$ cat config.mk
export PLATFORM = sky130hd
export DESIGN_NAME = scroll_refresh_ctrl
export DESIGN_NICKNAME = d
export VERILOG_FILES = /design/src/rtl/scroll_refresh_ctrl.sv
export SDC_FILE = /design/constraint.sdc
export NUM_CORES = 1
export LEC_CHECK = 0
export ABC_AREA = 1
export BUFFER_PORTS_ARGS = -buffer_cell sky130_fd_sc_hd__buf_4
export CORE_MARGIN = 4
export CORE_UTILIZATION = 55
export DETAILED_ROUTE_END_ITERATION = 16
export PLACE_DENSITY = 0.73
export RECOVER_POWER = 100
export SLEW_MARGIN = 20
export SYNTH_ARGS = -nofsm -noshare
export SYNTH_HDL_FRONTEND = slang
export SYNTH_SLANG_ARGS = --single-unit
$ cat constraint.sdc
create_clock -name Clock -period 4.7 [get_ports Clock]
set_input_delay 0.94 -clock Clock [delete_from_list [all_inputs] [get_ports Clock]]
set_output_delay 0.94 -clock Clock [all_outputs]
set_load 0.05 [all_outputs]
$ cat src/rtl/scroll_refresh_ctrl.sv
`default_nettype none
// ============================================================================
// Module   : scroll_refresh_ctrl
// Brief    : Watches the doodle height each frame, raises refresh_en while a
//            world scroll is owed, meters the scroll out in per-frame steps
//            and accumulates the saturating height score.
// Revision : 1.0 - initial release
// ============================================================================
module scroll_refresh_ctrl #(
    parameter int THRESH_Y    = 160,
    parameter int MAX_STEP    = 8,
    parameter int COOL_FRAMES = 1,
    parameter int SCORE_W     = 16
) (
    input  logic               Clock,
    input  logic               Reset,
    input  logic               frame_tick,
    input  logic [2:0]         outstate,
    input  logic               loadplat,
    input  logic [9:0]         doodle_y,
    output logic               refresh_en,
    output logic               scroll_valid,
    output logic [3:0]         scroll_step,
    output logic [SCORE_W-1:0] height_score
);

    localparam int COOL_W = (COOL_FRAMES > 1) ? $clog2(COOL_FRAMES) : 1;

    localparam logic [COOL_W-1:0]  C_COOL_LAST = COOL_W'(COOL_FRAMES - 1);
    localparam logic [9:0]         C_THRESH    = 10'(THRESH_Y);
    localparam logic [3:0]         C_MAX_STEP  = 4'(MAX_STEP);
    localparam logic [9:0]         C_PEND_MAX  = 10'd1023;
    localparam logic [SCORE_W-1:0] C_SCORE_MAX = '1;

    localparam logic [2:0] C_OS_MENU    = 3'b000;
    localparam logic [2:0] C_OS_GAME    = 3'b001;
    localparam logic [2:0] C_OS_REFRESH = 3'b011;

    typedef enum logic [1:0] {
        ST_IDLE   = 2'd0,
        ST_SCROLL = 2'd1,
        ST_COOL   = 2'd2
    } state_t;

    state_t              state_q, state_d;
    logic [9:0]          pending_q, pending_d;
    logic [COOL_W-1:0]   cool_cnt_q, cool_cnt_d;
    logic                scroll_valid_q, scroll_valid_d;
    logic [3:0]          scroll_step_q, scroll_step_d;
    logic [SCORE_W-1:0]  height_score_q, height_score_d;

    logic                w_below;
    logic [9:0]          w_rise;
    logic [3:0]          w_step;
    logic [10:0]         w_pend_sum;
    logic [9:0]          w_pend_next;
    logic [SCORE_W:0]    w_score_sum;
    logic [SCORE_W-1:0]  w_score_next;
    logic                w_game_active;

    // Datapath: climb distance, metered step and saturating accumulators
    always_comb begin
        w_below       = (doodle_y < C_THRESH);
        // Difference only formed when the doodle is above the line, so no wrap
        w_rise        = w_below ? (C_THRESH - doodle_y) : 10'd0;
        w_step        = (pending_q < {6'd0, C_MAX_STEP}) ? pending_q[3:0] : C_MAX_STEP;
        // pending >= step always, so the 11-bit sum only overflows upward
        w_pend_sum    = {1'b0, pending_q} - {7'd0, w_step} + {1'b0, w_rise};
        w_pend_next   = w_pend_sum[10] ? C_PEND_MAX : w_pend_sum[9:0];
        w_score_sum   = {1'b0, height_score_q} + (SCORE_W+1)'(w_step);
        w_score_next  = w_score_sum[SCORE_W] ? C_SCORE_MAX : w_score_sum[SCORE_W-1:0];
        // 011 is included because the game FSM echoes refresh_en one cycle late
        w_game_active = (outstate == C_OS_GAME) || (outstate == C_OS_REFRESH);
    end

    // Next-state logic: new game beats menu, menu beats any frame tick
    always_comb begin
        state_d        = state_q;
        pending_d      = pending_q;
        cool_cnt_d     = cool_cnt_q;
        scroll_valid_d = 1'b0;
        scroll_step_d  = scroll_step_q;
        height_score_d = height_score_q;

        if (loadplat) begin
            state_d        = ST_IDLE;
            pending_d      = 10'd0;
            cool_cnt_d     = '0;
            height_score_d = '0;
        end else if (outstate == C_OS_MENU) begin
            state_d    = ST_IDLE;
            pending_d  = 10'd0;
            cool_cnt_d = '0;
        end else if (frame_tick) begin
            case (state_q)
                ST_IDLE: begin
                    if ((outstate == C_OS_GAME) && w_below) begin
                        pending_d = w_rise;
                        state_d   = ST_SCROLL;
                    end
                end
                ST_SCROLL: begin
                    // Pause (and any non-game state) freezes the scroll
                    if (w_game_active) begin
                        scroll_valid_d = 1'b1;
                        scroll_step_d  = w_step;
                        pending_d      = w_pend_next;
                        height_score_d = w_score_next;
                        if (w_pend_next == 10'd0) begin
                            state_d    = ST_COOL;
                            cool_cnt_d = '0;
                        end
                    end
                end
                ST_COOL: begin
                    if (cool_cnt_q == C_COOL_LAST) begin
                        state_d    = ST_IDLE;
                        cool_cnt_d = '0;
                    end else begin
                        cool_cnt_d = cool_cnt_q + 1'b1;
                    end
                end
                default: begin
                    state_d = ST_IDLE;
                end
            endcase
        end
    end

    // State and datapath registers with synchronous reset
    always_ff @(posedge Clock) begin
        if (Reset) begin
            state_q        <= ST_IDLE;
            pending_q      <= 10'd0;
            cool_cnt_q     <= '0;
            scroll_valid_q <= 1'b0;
            scroll_step_q  <= 4'd0;
            height_score_q <= '0;
        end else begin
            state_q        <= state_d;
            pending_q      <= pending_d;
            cool_cnt_q     <= cool_cnt_d;
            scroll_valid_q <= scroll_valid_d;
            scroll_step_q  <= scroll_step_d;
            height_score_q <= height_score_d;
        end
    end

    assign refresh_en   = (state_q == ST_SCROLL);
    assign scroll_valid = scroll_valid_q;
    assign scroll_step  = scroll_step_q;
    assign height_score = height_score_q;

endmodule
`default_nettype wire

* Yosys cells after proc, flatten, opt, wreduce, memory -nomap -nowiden
Index checks and enable logic that the tools add are counted.
** Word-level totals
- Register bits after elaboration :: 34
- Bits of input ports :: 17
- Output and inout bits :: 22
- Logic and storage cells :: 57
** Operators by class
- Add/subtract/negate cells :: 5
- Order comparisons :: 2
- Equality and inequality tests :: 8
- Mux-type cells :: 17
- Bitwise gates (word level) :: 4
- Reductions and logical operators :: 15
** Operator list (count)
- 2-to-1 mux 10 bit :: 4
- case mux 10 bit (2 select lines) :: 1
- adder 16 x 4 -> 17 bit :: 1
- 2-to-1 mux 16 bit :: 1
- AND reduction 4 bit :: 3
- adder 11 x 10 -> 11 bit :: 1
- subtractor 10 x 4 -> 11 bit :: 1
- zero test 10 bit :: 1
- less-than comparator 10 x 4 -> 1 bit, second input constant :: 1
- less-than comparator 10 x 8 -> 1 bit, second input constant :: 1
- AND reduction 5 bit :: 2
- subtractor 8 x 10 -> 10 bit, first input constant :: 1
- 2-to-1 mux 2 bit :: 4
- case mux 2 bit (3 select lines) :: 1
- OR reduction 5 bit :: 1
- 2-to-1 mux 1 bit :: 4
- 2-to-1 mux 4 bit :: 1
- inequality test 2 x 1 -> 1 bit, second input constant :: 2
- inequality test 2 bit, second input constant :: 2
- NOT 1 bit :: 4
- nonzero test 2 bit :: 2
- == test 3 x 1 -> 1 bit, second input constant :: 1
- == test 3 x 2 -> 1 bit, second input constant :: 1
- zero test 3 bit :: 1
- other kinds (9) :: 9

* Logic depth before layout (Yosys ltp)
Gate-level depths: netlist of the first run.
- Depth in word-level cells :: 9
- Gate-level depth with buffers :: 23
- Depth with buffers taken out :: 23

* Least setup slack after synthesis of the first run
OpenSTA, ideal clock, no wires.
- Path type :: input-to-reg
- Start :: input doodle_y[0]
- End :: register pending_q[1]
- Setup time :: 0.125 ns
- Arrival :: 3.149 ns
- Data required time :: 4.575 ns
- Setup slack :: 1.426 ns
- Stages :: 20
- Path buffers :: 0
- Cell sequence :: inv_1 ha_1 nand2_1 nor2_1 nand2_1 nand2_1 a21oi_1 o21ai_0 ha_1 inv_1 ha_1 nand2_1 nor2_1 nand3_1 nand3_1 nand2_1 nand2_1 inv_2 o31ai_1 a21oi_2
** On the way
- Cells in the longest elaborated chain, start to end :: 6
- Elaborated cells between the ends (all ways) :: 11
- Those cells by class :: add/sub: 2; order compare: 1; eq/ne: 1; mux: 5; reduce/logical: 2
** RTL lines
- start, declared :: line 20 : input logic [9:0] doodle_y,
- subtractor 8 x 10 -> 10 bit or less-than comparator 10 x 8 -> 1 bit (tied branches) :: line 65, 63
- 2-to-1 mux 10 bit :: line 65 : w_rise = w_below ? (C_THRESH - doodle_y) : 10'd0;
- adder 11 x 10 -> 11 bit :: line 68 : w_pend_sum = {1'b0, pending_q} - {7'd0, w_step} + {1'b0, w_rise};
- 2-to-1 mux 10 bit :: line 69 : w_pend_next = w_pend_sum[10] ? C_PEND_MAX : w_pend_sum[9:0];
- 2-to-1 mux 10 bit :: line 104 : if (w_game_active) begin
- case mux 10 bit (2 select lines) :: line 95 : case (state_q)
- end signal, assigned :: line 141 : pending_q <= pending_d;
- end, declared :: line 46 : logic [9:0] pending_q, pending_d;
Parallel ways exist; a longest one is shown, timed or not. The select of a mux whose other input is x is not followed.
A chain may end at the register's enable or synchronous reset.

* Worst setup path after layout of the first run
- Start :: input doodle_y[2]
- End :: register state_q[0]
** On the way
- Cells in the longest elaborated chain, start to end :: 7
- Elaborated cells between the ends (all ways) :: 10
- Those cells by class :: add/sub: 2; order compare: 1; eq/ne: 2; mux: 2; reduce/logical: 3
** RTL lines
- subtractor 8 x 10 -> 10 bit or less-than comparator 10 x 8 -> 1 bit (tied branches) :: line 65, 63
- 2-to-1 mux 10 bit :: line 65
- adder 11 x 10 -> 11 bit :: line 68
- 2-to-1 mux 10 bit :: line 69
- zero test 10 bit :: line 109 : if (w_pend_next == 10'd0) begin
- inequality test 2 x 1 -> 1 bit (no source line)
- AND reduction 5 bit (no source line) (*)
- end signal, assigned :: line 140 : state_q <= state_d;
- end, declared :: line 45 : state_t state_q, state_d;
Every way passes the cells marked *; elsewhere a longest branch is shown, timed or not.

==> qor.yml, run 1 <==
power_and_ir_drop:
  p_leak_uw: 0.001516
  power_density_mw_per_mm2: 195.7
  switching_share_pct: 30.60
  vdd_drop_max_uv: 114.6
  pwr-share-comb_pct: 21.1
  p_switching_uw: 186.6
  pwr-share-seq_pct: 45.9
  power_uw: 609.6
  p_int_uw: 423.0
  clockPowerShare_pct: 33.0
yosys:
  ys.flop_type: "dfxtp_1"
  seq_area_frac_synth_pct: 23.51
  netlist_area_sq_mm: 0.002810
  yosysMostFrequentCell: "nand2_1"
  synth_top_area_cell: "dfxtp_1"
  syn-instance-count: 455
  ys_ff_latch: 33
  yosys_warnings: 0
  yosysUniqueCellTypes: 36
  synth_top_cells_by_area: "dfxtp_1 24%, nand2_1 15%, inv_1 12%"
  synth_common_cells: "109 x nand2_1, 92 x inv_1, 39 x nor2_1"
  avgSynthCellArea_sq_um: 6.176
  synth_top_cell_area_share_pct: 23.51
  ys_async_sr_fraction_pct: 0
  synth_enable_flop_cells: 0
sta:
  clock-skew-final_ns: 0.003353
  relSlewSlack_pct: 59.53
  setup-tns-final_ns: 0
  slew_viol_final: 0
  final-hold-violation-count: 0
  rsz0062_at_grt: "no"
  min_period_ns: 3.700
  fin_crit_sh_pct: 78.73
  fmax_ghz: 0.2702
  setup_violations: 0
  tightest_slew_ns: 0.6096
setup_path:
  criticalPathCategory: "in2reg"
  crit_fanout: 6
  rrSetupSlack_ns: 1.29
  reg2reg_from: "pending_q[9]"
  reg2regPathDepth: 18
  required_ns: 4.85
  rr_endpoint: "height_score[14]"
  end_kind: "flip-flop"
  cp-start-kind: "input port"
  arrival_ns: 3.85
floorplanning:
  top_level_ports: 39
  start_util_pct: 57.96
  dieWidth_um: 79.48
  rows: 25
  core_sq_mm: 0.004848
  dieArea_sq_mm: 0.006317
  die_y_um: 79.48
layout:
  nNetsFinal: 540
  multi_input_area_sq_mm: 0.001727
  syn_to_final_growth_pct: 10.82
  fillers: 528
  antenna_cells: 0
  final_area_sq_mm: 0.003114
  regArea_sq_um: 660.6
  layout-drive-gt1-share_pct: 6.667
hold_path:
  hold_depth: 2
  hp-class: "reg2reg"
  min_from: "scroll_step[2]"
  worstHoldEndpoint: "scroll_step[2]"
global_routing:
  grt_pass1_vias: 2825
  grtUsageTotal_pct: 23.91
  grt_max_degree: 14
  antenna_found_initial: 0
  grt_pass1_wl_um: 12120
  gr-total-overflow: 0
detailed_routing:
  wl_per_cell_um: 12.50
  wl_um: 7025
  route.detailed.drc: 0
  firstDrtPassIters: 5
  vias_per_cell: 5.146
  dr.first_iter.drc_count: 97
  drtAntennaViolNets: 0
  vias: 2892
run_status:
  outcome: "finished clean"
clocking:
  cts_hold_buf: 0
  clk-insertion-delay-late_ns: 0.28
  cts_max_level: 2
  ctsResizeCount: 0
  cts_tree: "done"
  cts_sinks: 33
  clk_pin_slew_ns: 0.07
  post-cts-setup-buffers: 0
  clockRootBuffer: "clkbuf_8"
  cts_buffers: 5
  clock_path_buffers: 2
placed_design:
  dp_hpwl_um: 5711
  portBuffers: 38
  gp_congestion: 0.9352
  placed_cell_area_sq_mm: 0.003152
run:
  maxCapViolCount: 0
==> flip-flops by register name, summed over array words and instances, names as in the netlist <==
signal        count
scroll_step       4
state_q           2
scroll_valid      1
height_score     16
pending_q        10
==> metrics by stage <==
stage / setup slack, ns / hold slack, ns / std cells / util, %
2_1_floorplan: 1.426 / 0.4435 / 456 / -
3_3_place_gp: 0.8721 / 0.4539 / 556 / 65.01
3_5_place_dp: 0.8149 / 0.4569 / 556 / 65.01
4_1_cts: 1.099 / 0.4677 / 562 / 66.53
5_1_grt: 0.7394 / 0.4957 / 562 / 64.23
6_report: 0.9996 / 0.4687 / 562 / 64.23
==> cell families after synthesis <==
group | Yosys count | share of synthesized area [%]
AO/OA/AOI/OAI | 73 | 14.38
XOR/XNOR | 7 | 2.182
adder cells (fa/ha/maj) | 27 | 12.56
buffers and inverters | 103 | 14.29
flip-flops | 33 | 23.51
other | 1 | 0.1334
AND/OR/NAND/NOR | 211 | 32.95
==> final cells by class <==
type | count | area share, %
tap | 67 | 2.692
inverter | 98 | 11.89
clock inverter | 1 | 0.1607
sequential | 33 | 21.21
timing repair buffer | 38 | 6.388
clock buffer | 5 | 2.210
multi-input combinational | 320 | 55.44
==> routing by layer <==
metal,vias to the layer above,routed length (um),GRT usage (%)
met1,1269,2898,26.24
met2,75,3573,45.33
li1,1529,-,-
met5,-,0,0
met3,19,316,3.160
met4,0,237,10.14
==> power groups by stage <==
stage               clock network [uW]  registers, uW  logic (uW)
floorplan                            0            286        92.3
detailed placement                   0            286         129
finish                             201            280         129
global placement                     0            286         127
CTS                                206            280         130
global route                       215            280         149
==> cell usage in the layout, fill, tap and decap left out, types with 14 or more instances in the layout <==
master and n:
nand2_1 109, ha_1 25, o21ai_0 20, dfxtp_1 33, buf_4 14, clkbuf_1 23
a21oi_1 35, nor2_1 40, nand3_1 35, inv_1 94
==> critical path, cell delays in order <==
cell	delay [ns]
clkbuf_4	0.11
inv_1	0.10
nand3_1	0.12
nor2_1	0.11
nand2_1	0.07
nand2_1	0.06
inv_1	0.05
o21ai_0	0.19
nand3_1	0.13
ha_1	0.29
inv_1	0.04
ha_1	0.35
nand2_1	0.09
nor2_1	0.15
nand3_1	0.12
nand3_1	0.11
nand2_1	0.05
nand2_1	0.16
inv_1	0.15
nor2_1	0.17
nand3_1	0.16
nand2_1	0.09
a21oi_1	0.06
==> how the worst max path moves through the flow <==
stage | slack (ns) | startpoint | to
CTS | 1.10 | doodle_y[2] | state_q[0]
global placement | 0.87 | doodle_y[0] | state_q[0]
finish | 1.0 | doodle_y[2] | state_q[0]
detailed placement | 0.81 | doodle_y[0] | state_q[0]
floorplan | 1.43 | doodle_y[0] | pending_q[1]
global route | 0.74 | doodle_y[2] | state_q[0]
Power figures use the tool's default switching activity.
==> inputs of run 2 (changes only) <==
--- a/config.mk
+++ b/config.mk
@@ -5,10 +5,10 @@
 export SDC_FILE = /design/constraint.sdc
 export NUM_CORES = 1
 export LEC_CHECK = 0
-export ABC_AREA = 1
+export ABC_AREA = 0
 export BUFFER_PORTS_ARGS = -buffer_cell sky130_fd_sc_hd__buf_4
 export CORE_MARGIN = 4
-export CORE_UTILIZATION = 55
+export CORE_UTILIZATION = 52
 export DETAILED_ROUTE_END_ITERATION = 16
 export PLACE_DENSITY = 0.73
 export RECOVER_POWER = 100
==> constraint.sdc (replaced) <==
create_clock -name Clock -period 3.1 [get_ports Clock]
set_input_delay 0.62 -clock Clock [delete_from_list [all_inputs] [get_ports Clock]]
set_output_delay 0.62 -clock Clock [all_outputs]
set_load 0.05 [all_outputs]
==> qor.yml, run 2 <==
setup_path:
  arrival_ns: 3.55
  criticalPathCategory: "reg2reg"
  required_ns: 3.31
  critPathMostFrequentCell: "ha_4"
  rrSetupSlack_ns: -0.23
  slowest_stage: "fa_2"
  reg2regPathDepth: 14
  crit_fanout: 7
  cp-start-kind: "flip-flop"
  crit_chain: "nor4_4, buf_4, and3_4, ha_4, inv_2, ha_4, fa_2, a211oi_4, nor2_2, a21o_2, a21o_4, xnor2_4, o211ai_1, a21oi_1"
  end_kind: "flip-flop"
  max_stage_delay_ns: 0.36
clocking:
  clockRootBuffer: "clkbuf_8"
  clk_pin_slew_ns: 0.07
  cts_max_level: 2
  cts_tree: "done"
  clk-insertion-delay-late_ns: 0.30
  cts_hold_buf: 0
  cts_sinks: 33
  cts_buffers: 5
  clock_path_buffers: 2
yosys:
  yosysMostFrequentCell: "inv_1"
  ys.flop_type: "dfxtp_1"
  seq_area_frac_synth_pct: 25.36
  yosysUniqueCellTypes: 57
  yosys_warnings: 0
  netlist_area_sq_mm: 0.002605
  synth_top_area_cell: "dfxtp_1"
  ys_ff_latch: 33
  synth_enable_flop_cells: 0
  syn-instance-count: 335
  synth_common_cells: "35 x inv_1, 33 x dfxtp_1, 31 x nand2_1, 31 x nor2_1"
  avgSynthCellArea_sq_um: 7.776
  ys_async_sr_fraction_pct: 0
  synth_top_cell_area_share_pct: 25.36
  synth_top_cells_by_area: "dfxtp_1 25%, ha_1 12%, inv_1 5.0%"
placed_design:
  portBuffers: 38
  dp_hpwl_um: 5667
  placed_cell_area_sq_mm: 0.003416
  gp_congestion: 0.9240
layout:
  antenna_cells: 0
  fillers: 309
  syn_to_final_growth_pct: 49.47
  largest_register_ffs: 16
  fin_util_pct: 81.36
  final_cell_mix: "73 x buf_4, 32 x dfxtp_1, 28 x inv_1"
  nNetsFinal: 486
  final_area_sq_mm: 0.003894
  layout-drive-gt1-share_pct: 36.79
  final_common_cell: "buf_4"
sta:
  setup_slack_ns: -0.2326
  min_period_ns: 3.333
  final-hold-violation-count: 0
  clock-skew-final_ns: 0.008479
  whs_ns: 0.4812
  slew_viol_final: 0
  setup_violations: 12
  fin_crit_sh_pct: 107.5
  tightest_slew_ns: 0.7935
  fmax_ghz: 0.3001
  relSlewSlack_pct: 46.65
  rsz0062_at_grt: "yes"
  setup-tns-final_ns: -2.047
run_status:
  violations: "negative setup slack"
  outcome: "finished with violations"
global_routing:
  busiest_layer: "met2"
  use_met1_pct: 29.91
  grt_max_degree: 13
  gr-total-overflow: 0
  grt_use_met2_pct: 44.91
  grt_use_met3_pct: 5.102
  grtUsageTotal_pct: 25.33
  grt_pass1_wl_um: 12590
  antenna_found_initial: 0
  grt_pass1_vias: 2771
floorplanning:
  top_level_ports: 39
  rows: 25
  dieArea_sq_mm: 0.006206
  die_y_um: 78.78
  start_util_pct: 54.43
  dieWidth_um: 78.78
  core_sq_mm: 0.004786
power_and_ir_drop:
  pwr-share-seq_pct: 34.8
  pwr-share-comb_pct: 29.8
  switching_share_pct: 28.36
  clockPowerShare_pct: 35.4
  vdd_drop_max_uv: 223.4
  p_int_uw: 872.1
  p_leak_uw: 0.001652
  p_switching_uw: 345.3
  power_density_mw_per_mm2: 312.6
detailed_routing:
  drtAntennaViolNets: 0
  firstDrtPassIters: 5
  wl_per_cell_um: 17.63
  vias_per_cell: 5.833
  vias: 2975
  wl_um: 8993
  route.detailed.drc: 0
  dr.first_iter.drc_count: 311
run:
  maxCapViolCount: 0
hold_path:
  hp-class: "reg2reg"
  hold_depth: 2
run 2: critical path: cells and delay by family (launching register included):
family / cells / cell delay [ns]
compound gates: 5 / 1.10
fa+ha+maj: 3 / 0.66
simple gates: 3 / 0.62
xor+xnor: 1 / 0.31
buf+inv: 2 / 0.21
flops: 1 / 0.34
run 2: final timing paths:
check | from | endpoint
max | pending_q[8] | pending_q[3]
min reg2reg | pending_q[2] | pending_q[2]
min | pending_q[2] | pending_q[2]
max reg2reg | pending_q[8] | pending_q[3]
run 2: layer usage:
layer / share of wire [%] / vias to the layer above
met3: 7.2 / 38
met1: 39 / 1406
li1: - / 1393
met5: 0 / -
met4: 4.6 / 0
met2: 49 / 138
run 2: power groups by stage:
stage	clock (uW)	combinational [uW]	sequential, uW
after floorplan	0	157	434
after detailed placement	0	268	434
after global routing	449	389	424
after CTS	432	302	424
final	431	362	424
after global placement	0	264	434
run 2: kinds of logic (layout without fill, tap and decap cells):
| kind of cell | after synthesis | count (layout) | synth area share (%) |
|---|---|---|---|
| AND/OR/NAND/NOR | 125 | 125 | 24.74 |
| flip-flops | 33 | 33 | 25.36 |
| buffers and inverters | 41 | 148 | 6.532 |
| AO/OA/AOI/OAI | 87 | 87 | 22.14 |
| multiplexers | 4 | 4 | 1.537 |
| XOR/XNOR | 17 | 17 | 6.004 |
| adder cells (fa/ha/maj) | 27 | 27 | 13.54 |
| other | 1 | 2 | 0.1440 |
run 2: layout make-up:
type                       count  area (sq um)  area share, %
tap                           67         83.83          2.153
clock buffer                   7         86.33          2.217
timing repair buffer         105         747.0          19.18
sequential                    33         661.9          17.00
multi-input combinational    262          2146          55.11
inverter                      35         138.9          3.567
clock inverter                 1         30.03         0.7712
run 2: metrics by stage:
| stage | std cells | total power [uW] | setup WS (ns) |
|---|---|---|---|
| 4_1_cts | 502 | 1158 | -0.1209 |
| 3_3_place_gp | 487 | 697.4 | -0.4294 |
| 5_1_grt | 510 | 1261 | -0.3217 |
| 3_5_place_dp | 487 | 701.4 | -0.4848 |
| 6_report | 510 | 1217 | -0.2326 |
| 2_1_floorplan | 336 | 591.2 | -0.1188 |
run 2: what timing repair did:
action	4_1_cts	5_1_grt
pin swaps	21	37
gates resized for setup	25	45
buffers inserted	7	10
setup endpoints to repair	12	25
==> inputs of run 3 (changes only) <==
--- a/config.mk
+++ b/config.mk
@@ -7,10 +7,12 @@
 export LEC_CHECK = 0
 export ABC_AREA = 0
 export BUFFER_PORTS_ARGS = -buffer_cell sky130_fd_sc_hd__buf_4
+export CELL_PAD_IN_SITES_DETAIL_PLACEMENT = 1
+export CELL_PAD_IN_SITES_GLOBAL_PLACEMENT = 1
 export CORE_MARGIN = 4
-export CORE_UTILIZATION = 52
+export CORE_UTILIZATION = 38
 export DETAILED_ROUTE_END_ITERATION = 16
-export PLACE_DENSITY = 0.73
+export PLACE_DENSITY = 0.72
 export RECOVER_POWER = 100
 export SLEW_MARGIN = 20
 export SYNTH_ARGS = -nofsm -noshare
==> qor.yml, run 3 (same netlist as run 2, synthesis figures left out) <==
run_status:
  outcome: "finished with violations"
  violations: "negative setup slack"
sta:
  final-hold-violation-count: 0
  tightest_slew_ns: 0.6371
  min_period_ns: 3.343
  fin_crit_sh_pct: 107.8
  setup_violations: 12
  setup-tns-final_ns: -1.727
  clock-skew-final_ns: 0.001992
  fmax_ghz: 0.2992
  slew_viol_final: 0
  whs_ns: 0.4909
  relSlewSlack_pct: 57.08
  setup_slack_ns: -0.2426
  rsz0062_at_grt: "yes"
detailed_routing:
  route.detailed.drc: 0
  vias_per_cell: 5.476
  wl_um: 9070
  firstDrtPassIters: 4
  drtAntennaViolNets: 0
  wl_per_cell_um: 17.54
  vias: 2831
  dr.first_iter.drc_count: 172
setup_path:
  cp-start-kind: "input port"
  setup.worst_path.start: "doodle_y[1]"
  crit_fanout: 6
  rr_endpoint: "pending_q[2]"
  rrSetupSlack_ns: -0.20
  criticalPathCategory: "in2reg"
  required_ns: 3.27
  reg2regPathDepth: 15
  reg2reg_from: "pending_q[8]"
  end_kind: "flip-flop"
  arrival_ns: 3.51
floorplanning:
  core_sq_mm: 0.006495
  start_util_pct: 40.11
  dieArea_sq_mm: 0.008244
  rows: 29
  dieWidth_um: 90.80
  top_level_ports: 39
  die_y_um: 90.80
global_routing:
  grt_pass1_wl_um: 14330
  busiest_layer: "met2"
  gr-total-overflow: 0
  use_met1_pct: 27.47
  grt_use_met2_pct: 38.30
  grt_use_met3_pct: 2.833
  antenna_found_initial: 0
  grt_pass1_vias: 2939
  grt_max_degree: 15
  grtUsageTotal_pct: 21.29
power_and_ir_drop:
  power_density_mw_per_mm2: 292.5
  power_uw: 1100
  p_leak_uw: 0.001635
  vdd_drop_max_uv: 213.0
layout:
  fin_util_pct: 57.89
  final_common_cell: "buf_4"
  largest_register_ffs: 16
  multi_input_area_sq_mm: 0.002076
  layout-drive-gt1-share_pct: 35.00
  nNetsFinal: 484
  fillers: 788
  final_cell_mix: "78 x buf_4, 32 x dfxtp_1, 29 x inv_1"
  antenna_cells: 0
  regArea_sq_um: 661.9
  syn_to_final_growth_pct: 44.33
hold_path:
  hp-class: "reg2reg"
  min_from: "scroll_step[1]"
  hold_depth: 2
  worstHoldEndpoint: "scroll_step[1]"
clocking:
  cts_sinks: 33
  cts_buffers: 5
  cts_max_level: 2
  clk_pin_slew_ns: 0.07
  clk-insertion-delay-late_ns: 0.28
  cts_tree: "done"
  clockRootBuffer: "clkbuf_8"
  clock_path_buffers: 2
run:
  maxCapViolCount: 0
placed_design:
  dp_hpwl_um: 6933
  gp_congestion: 0.8073
  detailedPlace.worstSlack_ns: -0.4920
  portBuffers: 38
-- run 3: changes by cell type in the layout (fill, tap and decap cells not counted), moves of 2 or more --
| cell | change |
|---|---|
| o21ai_0 | +2 |
| buf_6 | -7 |
| nand3_1 | +2 |
| inv_4 | -2 |
| nand3_2 | -2 |
| ha_4 | -2 |
| nand2_2 | -2 |
| o31ai_4 | -2 |
| buf_4 | +5 |
| nand2_4 | +2 |
-- run 3: through the flow --
step	instance area, sq um	instances
after floorplan	2695	336
after global placement	3451	500
after detailed placement	3451	500
after CTS	3732	514
after global routing	3760	517
final	3760	517
-- run 3: critical path: stages --
cell and delay [ns]:
buf_4 0.12, inv_2 0.09, nand3_2 0.12, buf_4 0.15, buf_4 0.12, nand2_1 0.07
nor2_1 0.05, ha_1 0.32, ha_2 0.32, o21ai_0 0.27, nor2_2 0.12, a21o_2 0.24
a21o_1 0.20, xnor2_2 0.20, buf_4 0.17, o31ai_2 0.24, nand2_1 0.10
-- run 3: report_power, final --
part | leakage (uW) | internal [uW] | switching [uW] | total (uW)
clock network | 0.0000443 | 176 | 154 | 330
logic | 0.00132 | 177 | 168 | 345
registers | 0.000266 | 424 | 0.235 | 424
total | 0.00164 | 778 | 322 | 1100
-- run 3: area by class of cell --
cell class	count	share of cell area (%)
Timing Repair Buffer	103	18.77
Clock buffer	7	2.296
Tap cell	77	2.562
Inverter	35	3.561
Multi-Input combinational cell	262	55.21
Sequential cell	33	17.60
-- run 3: worst max path at each step --
stage                               to  slack (ns)  cells past startpoint
after global placement      state_q[0]       -0.39                     15
final                     pending_q[2]       -0.24                     17
after detailed placement    state_q[0]       -0.49                     15
after floorplan             state_q[0]       -0.12                     14
after CTS                   state_q[0]       -0.15                     16
after global routing        state_q[0]       -0.40                     17
-- run 3: repair_timing --
action / 4_1_cts / 5_1_grt
gates resized for setup: 30 / 20
endpoints found under the hold margin: 0 / 0
hold buffers: 0 / 0
endpoints found under the setup margin: 18 / 22
buffers inserted: 9 / 4
pin swaps: 25 / 18
-- run 3: layer usage --
metal	vias up	wire length, um
met5	-	0
met4	0	79
met3	9	312
met2	49	4484
met1	1376	4193
li1	1397	-
